[src/rtl/min_max_top.sv]
// LED bar-graph controller: thermometer display of val_i inside [min_i, max_i] with an osc tail.
// Optional fault injection (selected by ERRNO) is compiled in only with MIN_MAX_ERRNO_EN.
module min_max_top #(
  parameter int unsigned VALSIZE = 4,
  parameter int unsigned ERRNO   = 0
) (
  input  logic                    clk_i,
  input  logic                    rst_i,
  input  logic [1:0]              com_i,
  input  logic [VALSIZE-1:0]      max_i,
  input  logic [VALSIZE-1:0]      min_i,
  input  logic                    osc_i,
  input  logic [VALSIZE-1:0]      val_i,
  output logic [(2**VALSIZE)-1:0] leds_o
);

  localparam int LedW = 2 ** VALSIZE;

`ifdef MIN_MAX_ERRNO_EN
  localparam int unsigned Err = ERRNO;
`else
  localparam int unsigned Err = ERRNO * 0;
`endif

  logic [LedW-1:0] r_leds;
  logic [LedW-1:0] w_next;
  logic [LedW-1:0] w_rst_val;
  logic            w_in_window;
  int              w_min;
  int              w_max;
  int              w_val;

  // Widen to int so the index loop never wraps at val = 2^VALSIZE-1.
  assign w_min       = int'(min_i);
  assign w_max       = int'(max_i);
  assign w_val       = int'(val_i);
  assign w_in_window = (min_i <= val_i) && (val_i <= max_i);
  assign w_rst_val   = (Err == 5) ? '1 : '0;

  always_comb begin
    w_next = '0;
    unique case (com_i)
      2'b00: begin
        if (w_in_window) begin
          for (int i = 0; i < LedW; i++) begin
            if (i >= w_min && i <= w_val) begin
              w_next[i] = !((Err == 1) && (i == w_min));
            end else if (i > w_val && i <= w_max) begin
              w_next[i] = osc_i && (Err != 2);
            end
          end
        end
      end
      2'b01: begin
        for (int i = 0; i < LedW; i++) begin
          if (i <= w_val) begin
            w_next[i] = !((Err == 3) && (i == w_val));
          end
        end
      end
      2'b10: w_next = '0;
      2'b11: begin
        w_next = '1;
        if (Err == 4) begin
          w_next[LedW-1] = 1'b0;
        end
      end
      default: w_next = '0;
    endcase
  end

  always_ff @(posedge clk_i) begin
    if (rst_i) begin
      r_leds <= w_rst_val;
    end else begin
      r_leds <= w_next;
    end
  end

  assign leds_o = r_leds;

endmodule

[config.mk]
export PLATFORM = sky130hd
export DESIGN_NAME = min_max_top
export DESIGN_NICKNAME = d
export VERILOG_FILES = /design/src/rtl/min_max_top.sv
export SDC_FILE = /design/constraint.sdc
export NUM_CORES = 1
export LEC_CHECK = 0
export ABC_CLOCK_PERIOD_IN_PS = 7100
export CAP_MARGIN = 20
export CORE_MARGIN = 1.5
export CORE_UTILIZATION = 25
export CTS_CLUSTER_SIZE = 28
export DETAILED_ROUTE_END_ITERATION = 10
export SETUP_SLACK_MARGIN = 0.4
export SYNTH_ARGS = -nofsm -noshare
export SYNTH_HDL_FRONTEND = slang
export SYNTH_SLANG_ARGS = --single-unit
[constraint.sdc]
create_clock -name clk_i -period 7.1 [get_ports clk_i]
set_clock_uncertainty 0.2 [all_clocks]
set_input_delay 0.71 -clock clk_i [delete_from_list [all_inputs] [get_ports clk_i]]
set_output_delay 0.71 -clock clk_i [all_outputs]
set_load 0.02 [all_outputs]
Yosys cells after proc, flatten, opt, wreduce, memory -nomap -nowiden
Cells that the tools add are included.
{"block": "word_totals", "reg_bits": 16, "input_bits": 17, "output_inout_bits": 16, "elab_cells": 154}
{"block": "classes", "order_cmp": 66, "eq_ne": 3, "n_mux": 50, "n_reduce_logical": 34}
{"op": "4-bit <= comparator (first input constant)", "count": 16}
{"op": "16-bit case mux with 4 select lines", "count": 1}
{"op": "1-bit 2-to-1 mux", "count": 48}
{"op": "1-bit logical AND", "count": 33}
{"op": "4-bit >= comparator (first input constant)", "count": 8}
{"op": "4-bit greater-than comparator (first input constant)", "count": 8}
{"op": "3-bit by 4-bit <= comparator with 1-bit output (first input constant)", "count": 8}
{"op": "3-bit by 4-bit >= comparator with 1-bit output (first input constant)", "count": 4}
{"op": "3-bit by 4-bit greater-than comparator with 1-bit output (first input constant)", "count": 4}
{"op": "1-bit by 4-bit <= comparator with 1-bit output (first input constant)", "count": 4}
{"op": "2-bit by 4-bit <= comparator with 1-bit output (first input constant)", "count": 4}
{"op": "16-bit 2-to-1 mux", "count": 1}
{"op": "1-bit by 4-bit >= comparator with 1-bit output (first input constant)", "count": 2}
{"op": "2-bit by 4-bit >= comparator with 1-bit output (first input constant)", "count": 2}
{"op": "1-bit by 4-bit greater-than comparator with 1-bit output (first input constant)", "count": 2}
{"op": "2-bit by 4-bit greater-than comparator with 1-bit output (first input constant)", "count": 2}
{"op": "4-bit <= comparator", "count": 2}
{"op": "2-bit == test (second input constant)", "count": 2}
{"op": "2-bit by 1-bit == test with 1-bit output (second input constant)", "count": 1}
{"op": "2-bit logical NOT", "count": 1}

Longest topological paths before layout
{"block": "depth", "depth_word": 6, "depth_mapped": 9, "depth_no_buf": 7}

Worst setup path after synthesis
Ideal clock, no wire load.
{"block": "synth_timing", "path_kind": "input to register", "from": "input val_i[3]", "to": "register r_leds[11] (netlist: leds_o[11])", "setup_ns": 0.089, "t_arrival_ns": 2.558, "t_required_ns": 6.811, "setup_slack_ns": 4.254, "stages": 9, "path_buffers": 3, "cell_sequence": "buf_2 clkbuf_1 inv_1 ha_1 a21oi_1 a41oi_1 a2111o_1 buf_6 o32ai_2"}
{"block": "synth_via", "elab_chain_len": 6, "elab_cells_between_ends": 12, "classes_between": "4 x order compare; 5 x mux; 3 x reduce/logical"}
{"element": "from (decl)", "line_no": "13", "source": "input logic [VALSIZE-1:0] val_i,"}
{"element": "4-bit greater-than comparator", "line_no": "48", "source": "end else if (i > w_val && i <= w_max) begin"}
{"element": "1-bit logical AND", "line_no": "48"}
{"element": "1-bit 2-to-1 mux", "line_no": "48"}
{"element": "1-bit 2-to-1 mux", "line_no": "46", "source": "if (i >= w_min && i <= w_val) begin"}
{"element": "16-bit 2-to-1 mux", "line_no": "44", "source": "if (w_in_window) begin"}
{"element": "16-bit case mux with 4 select lines *", "line_no": "42", "source": "unique case (com_i)"}
{"element": "to (signal assigned)", "line_no": "74", "source": "r_leds <= w_rst_val;"}
{"element": "to (signal assigned)", "line_no": "76", "source": "r_leds <= w_next;"}
{"element": "to (decl)", "line_no": "25", "source": "logic [LedW-1:0] r_leds;"}
Mark *: on every way between the ends. The rest lies on a longest branch, timed or not.
A chain may end at the register's enable or synchronous reset.

Worst setup path after layout
{"block": "layout_timing", "from": "input val_i[3]", "to": "register r_leds[5] (netlist: leds_o[5])"}
{"block": "layout_via", "elab_chain_len": 6, "elab_cells_between_ends": 12, "classes_between": "4 x order compare; 5 x mux; 3 x reduce/logical"}
{"element": "3-bit by 4-bit greater-than comparator with 1-bit output", "line_no": "48"}
{"element": "1-bit logical AND", "line_no": "48"}
{"element": "1-bit 2-to-1 mux", "line_no": "48"}
{"element": "1-bit 2-to-1 mux", "line_no": "46"}
{"element": "16-bit 2-to-1 mux", "line_no": "44"}
{"element": "16-bit case mux with 4 select lines *", "line_no": "42"}
Marked as above.

==> flow_summary.yaml <==
logic_synthesis:
  post-synth-top-area-cell: "sky130_fd_sc_hd__dfxtp_1"
  ys_seq_area_frac: 0.2555
  syn-mean-instance-area_um2: 7.598
  synth.lib_cells_used.distinct: 36
  ys_seq_elements: 16
  ys.flop_type: "sky130_fd_sc_hd__dfxtp_1"
  leading_cell_types_by_total_area_after_synthesis: "sky130_fd_sc_hd__dfxtp_1, sky130_fd_sc_hd__ha_1, sky130_fd_sc_hd__o32ai_2"
  synth_most_common_cell: "sky130_fd_sc_hd__nand2_1"
  synth.cell_area_mm2: 0.001254
  net_count_synth: 190
  number_of_cells_produced_by_synthesis: 165
  synth_top_cells_by_count: "sky130_fd_sc_hd__nand2_1, sky130_fd_sc_hd__nor2_1, sky130_fd_sc_hd__a21oi_1, sky130_fd_sc_hd__dfxtp_1, sky130_fd_sc_hd__inv_1"
  synth_top_area_share: 0.2555
  async_flop_share: 0
  yosys_warnings: 0
  number_of_enable_flip_flop_cells_after_synthesis: 0
layout:
  post-route-cell-area_mm2: 0.001644
  fraction_of_layout_cells_with_a_size_suffix_above_1: 0.05319
  combined_area_of_the_multi_input_logic_cells_um2: 822.0
  diodes: 0
  areaGrowthSynthToFinish_pct: 31.14
  layout.area.seq_um2: 320.3
  largest_reg_flops: 16
  stdcell_count: 255
  fill_cells: 521
  layout.nets: 215
cts:
  deepest_clock_path_buffer_count: 2
  cts.clk_slew.worst_paths_ps: 60
  post_cts_hold_buffer_count: 0
  ctsRootBufferMaster: "sky130_fd_sc_hd__clkbuf_8"
  htreeDepth: 1
  post_cts_resized: 0
  post-cts-setup-buffer-count: 0
  numCtsBuffers: 3
  clkSinkCount: 16
  cts_tree: "yes"
detailed_routing:
  drt_iter0_drc: 56
  drcViolationCount: 0
  detail_route.wirelength_um: 3603
  drtAntennaViolNets: 0
  drt_pass1_iterations: 4
  route.detailed.vias_per_inst: 5.169
  vias: 1318
  wl_per_cell_um: 14.13
grt:
  grt_util_all_layers: 0.1455
  wire_length_of_the_first_global_routing_pass_um: 6051
  global_route.overflow_total: 0
  grt_max_degree: 20
  grt_antenna_before_repair: 0
  number_of_global_route_vias_before_repair: 1236
power:
  power.share.sequential: 0.388
  share_comb_of_total_power: 0.339
  power.share.switching: 0.3271
  power_leakage_nw: 0.6290
  ir_drop_mv: 0.06818
  power.switching_w: 0.00008190
  power.share.clock: 0.273
  power-per-cell-area_mw_per_mm2: 152.3
  cellInternalPower_w: 0.0001685
  power_w: 0.0002504
floorplanning:
  die-width_um: 73.82
  num_io_pins: 33
  fp.dieArea_mm2: 0.005449
  fp.coreArea_mm2: 0.004786
  die-height_um: 73.82
  initial_core_util: 0.2620
  placement_rows: 25
placement:
  port-buffer-count: 32
  dp.cells: 252
  place_hpwl_um: 2636
  globalplace.congestion: 0.8370
  post_dp_cell_area_mm2: 0.001603
timing:
  fin_hold_ws_ps: 846.3
  rsz0062_at_grt: "false"
  worst_max_slew_pin_slew_ps: 652.3
  relSlewSlack: 0.5651
  achievable-frequency_mhz: 295.8
  hold_violations: 0
  final_period_minus_worst_setup_slack_ps: 3381
  setup-tns-final_ps: 0
  final_slew_viol_count: 0
  post-route-period-util: 0.4762
  finalSetupViolations: 0
hold_path:
  hold_path.startpoint: "rst_i"
  worst_hold_path_stage_count: 2
  holdPathEnd: "leds_o[0]$_SDFF_PP0_"
  hold_path.class: "in -> reg"
setup_path:
  start_kind: "input pin"
  timing.critical_path.max_delay_family: "compound AO/OA/AOI/OAI gates"
  cp_cell_sequence: "clkdlybuf4s50_1 -> inv_1 -> ha_1 -> a21oi_1 -> a41oi_1 -> a2111o_1 -> o32ai_1"
  cp-end-kind: "flop"
  slowest_stage: "sky130_fd_sc_hd__clkdlybuf4s50_1"
  cp.buffers_inverters: 2
  critical_path_required_ps: 7050
  critical_path_arrival_ps: 3340
  timing.critical_path.fanout_max: 19
  slowest_delay_ps: 870
  timing_worst_setup_path_type: "in -> reg"
job:
  timing.max_cap.violations: 0
run_status:
  run_status: "completed"
## cells in the final DEF (no fill, tap or decap), types with 2 or more instances in the layout
| master | count |
|---|---|
| sky130_fd_sc_hd__a2111oi_0 | 2 |
| sky130_fd_sc_hd__a211oi_1 | 2 |
| sky130_fd_sc_hd__a21o_1 | 2 |
| sky130_fd_sc_hd__a21oi_1 | 16 |
| sky130_fd_sc_hd__a31oi_1 | 5 |
| sky130_fd_sc_hd__a41oi_1 | 4 |
| sky130_fd_sc_hd__clkbuf_8 | 3 |
| sky130_fd_sc_hd__clkdlybuf4s50_1 | 32 |
| sky130_fd_sc_hd__dfxtp_1 | 16 |
| sky130_fd_sc_hd__ha_1 | 8 |
| sky130_fd_sc_hd__inv_1 | 15 |
| sky130_fd_sc_hd__mux2i_1 | 3 |
| sky130_fd_sc_hd__nand2_1 | 19 |
| sky130_fd_sc_hd__nand4_1 | 2 |
| sky130_fd_sc_hd__nor2_1 | 17 |
| sky130_fd_sc_hd__nor3_1 | 5 |
| sky130_fd_sc_hd__o21a_1 | 2 |
| sky130_fd_sc_hd__o21ai_0 | 8 |
| sky130_fd_sc_hd__o31ai_1 | 2 |
| sky130_fd_sc_hd__o32ai_1 | 6 |
| sky130_fd_sc_hd__o32ai_2 | 6 |
## power groups by stage
stage,sequential [W],clock [W],combinational [W]
after floorplan,0.000107,0,0.0000454
after global placement,0.0000995,0,0.0000841
after detailed placement,0.0000993,0,0.0000845
after CTS,0.0000974,0.0000708,0.0000847
after global routing,0.0000979,0.0000753,0.0000930
final,0.0000972,0.0000683,0.0000849
## cell families (layout without fill, tap and decap cells)
logic type	count (synthesis)	in the layout	share of synthesized area
adder cells (fa/ha/maj)	8	8	0.07984
multiplexers	3	3	0.02395
buffers and inverters	27	50	0.08882
AND/OR/NAND/NOR	46	46	0.1517
AO/OA/AOI/OAI	65	65	0.4002
flip-flops	16	16	0.2555
## per-stage QoR
step / worst slack (ps) / utilization
6_report: 3719 / 0.3435
5_1_grt: 3562 / 0.3435
4_1_cts: 3699 / 0.3435
3_5_place_dp: 3409 / 0.3349
3_3_place_gp: 3589 / 0.3349
2_1_floorplan: 4254 / -
## routing by layer
layer / track usage / up-vias / share of wire
met5: 0 / - / 0
met4: 0.05350 / 0 / 0.013
met3: 0.03155 / 5 / 0.063
met2: 0.2342 / 43 / 0.46
met1: 0.1896 / 606 / 0.47
li1: - / 664 / -
## area by class of cell
cell class	count	share of cell area
Clock buffer	3	0.02511
Inverter	15	0.03425
Multi-Input combinational cell	122	0.5000
Tap cell	67	0.05099
Sequential cell	16	0.1948
Timing Repair Buffer	32	0.1948
## how the worst max path moves through the flow
stage               depth (start not counted)               endpoint  slack, ps      from
finish                                      7   leds_o[5]$_SDFF_PP0_       3720  val_i[3]
global route                                7   leds_o[2]$_SDFF_PP0_       3560  val_i[3]
CTS                                         7   leds_o[4]$_SDFF_PP0_       3700  val_i[3]
detailed placement                          7   leds_o[4]$_SDFF_PP0_       3410  val_i[3]
global placement                            7  leds_o[12]$_SDFF_PP0_       3590  val_i[3]
floorplan                                   9  leds_o[11]$_SDFF_PP0_       4250  val_i[3]
Note: power is estimated with default switching activity, not from simulation.
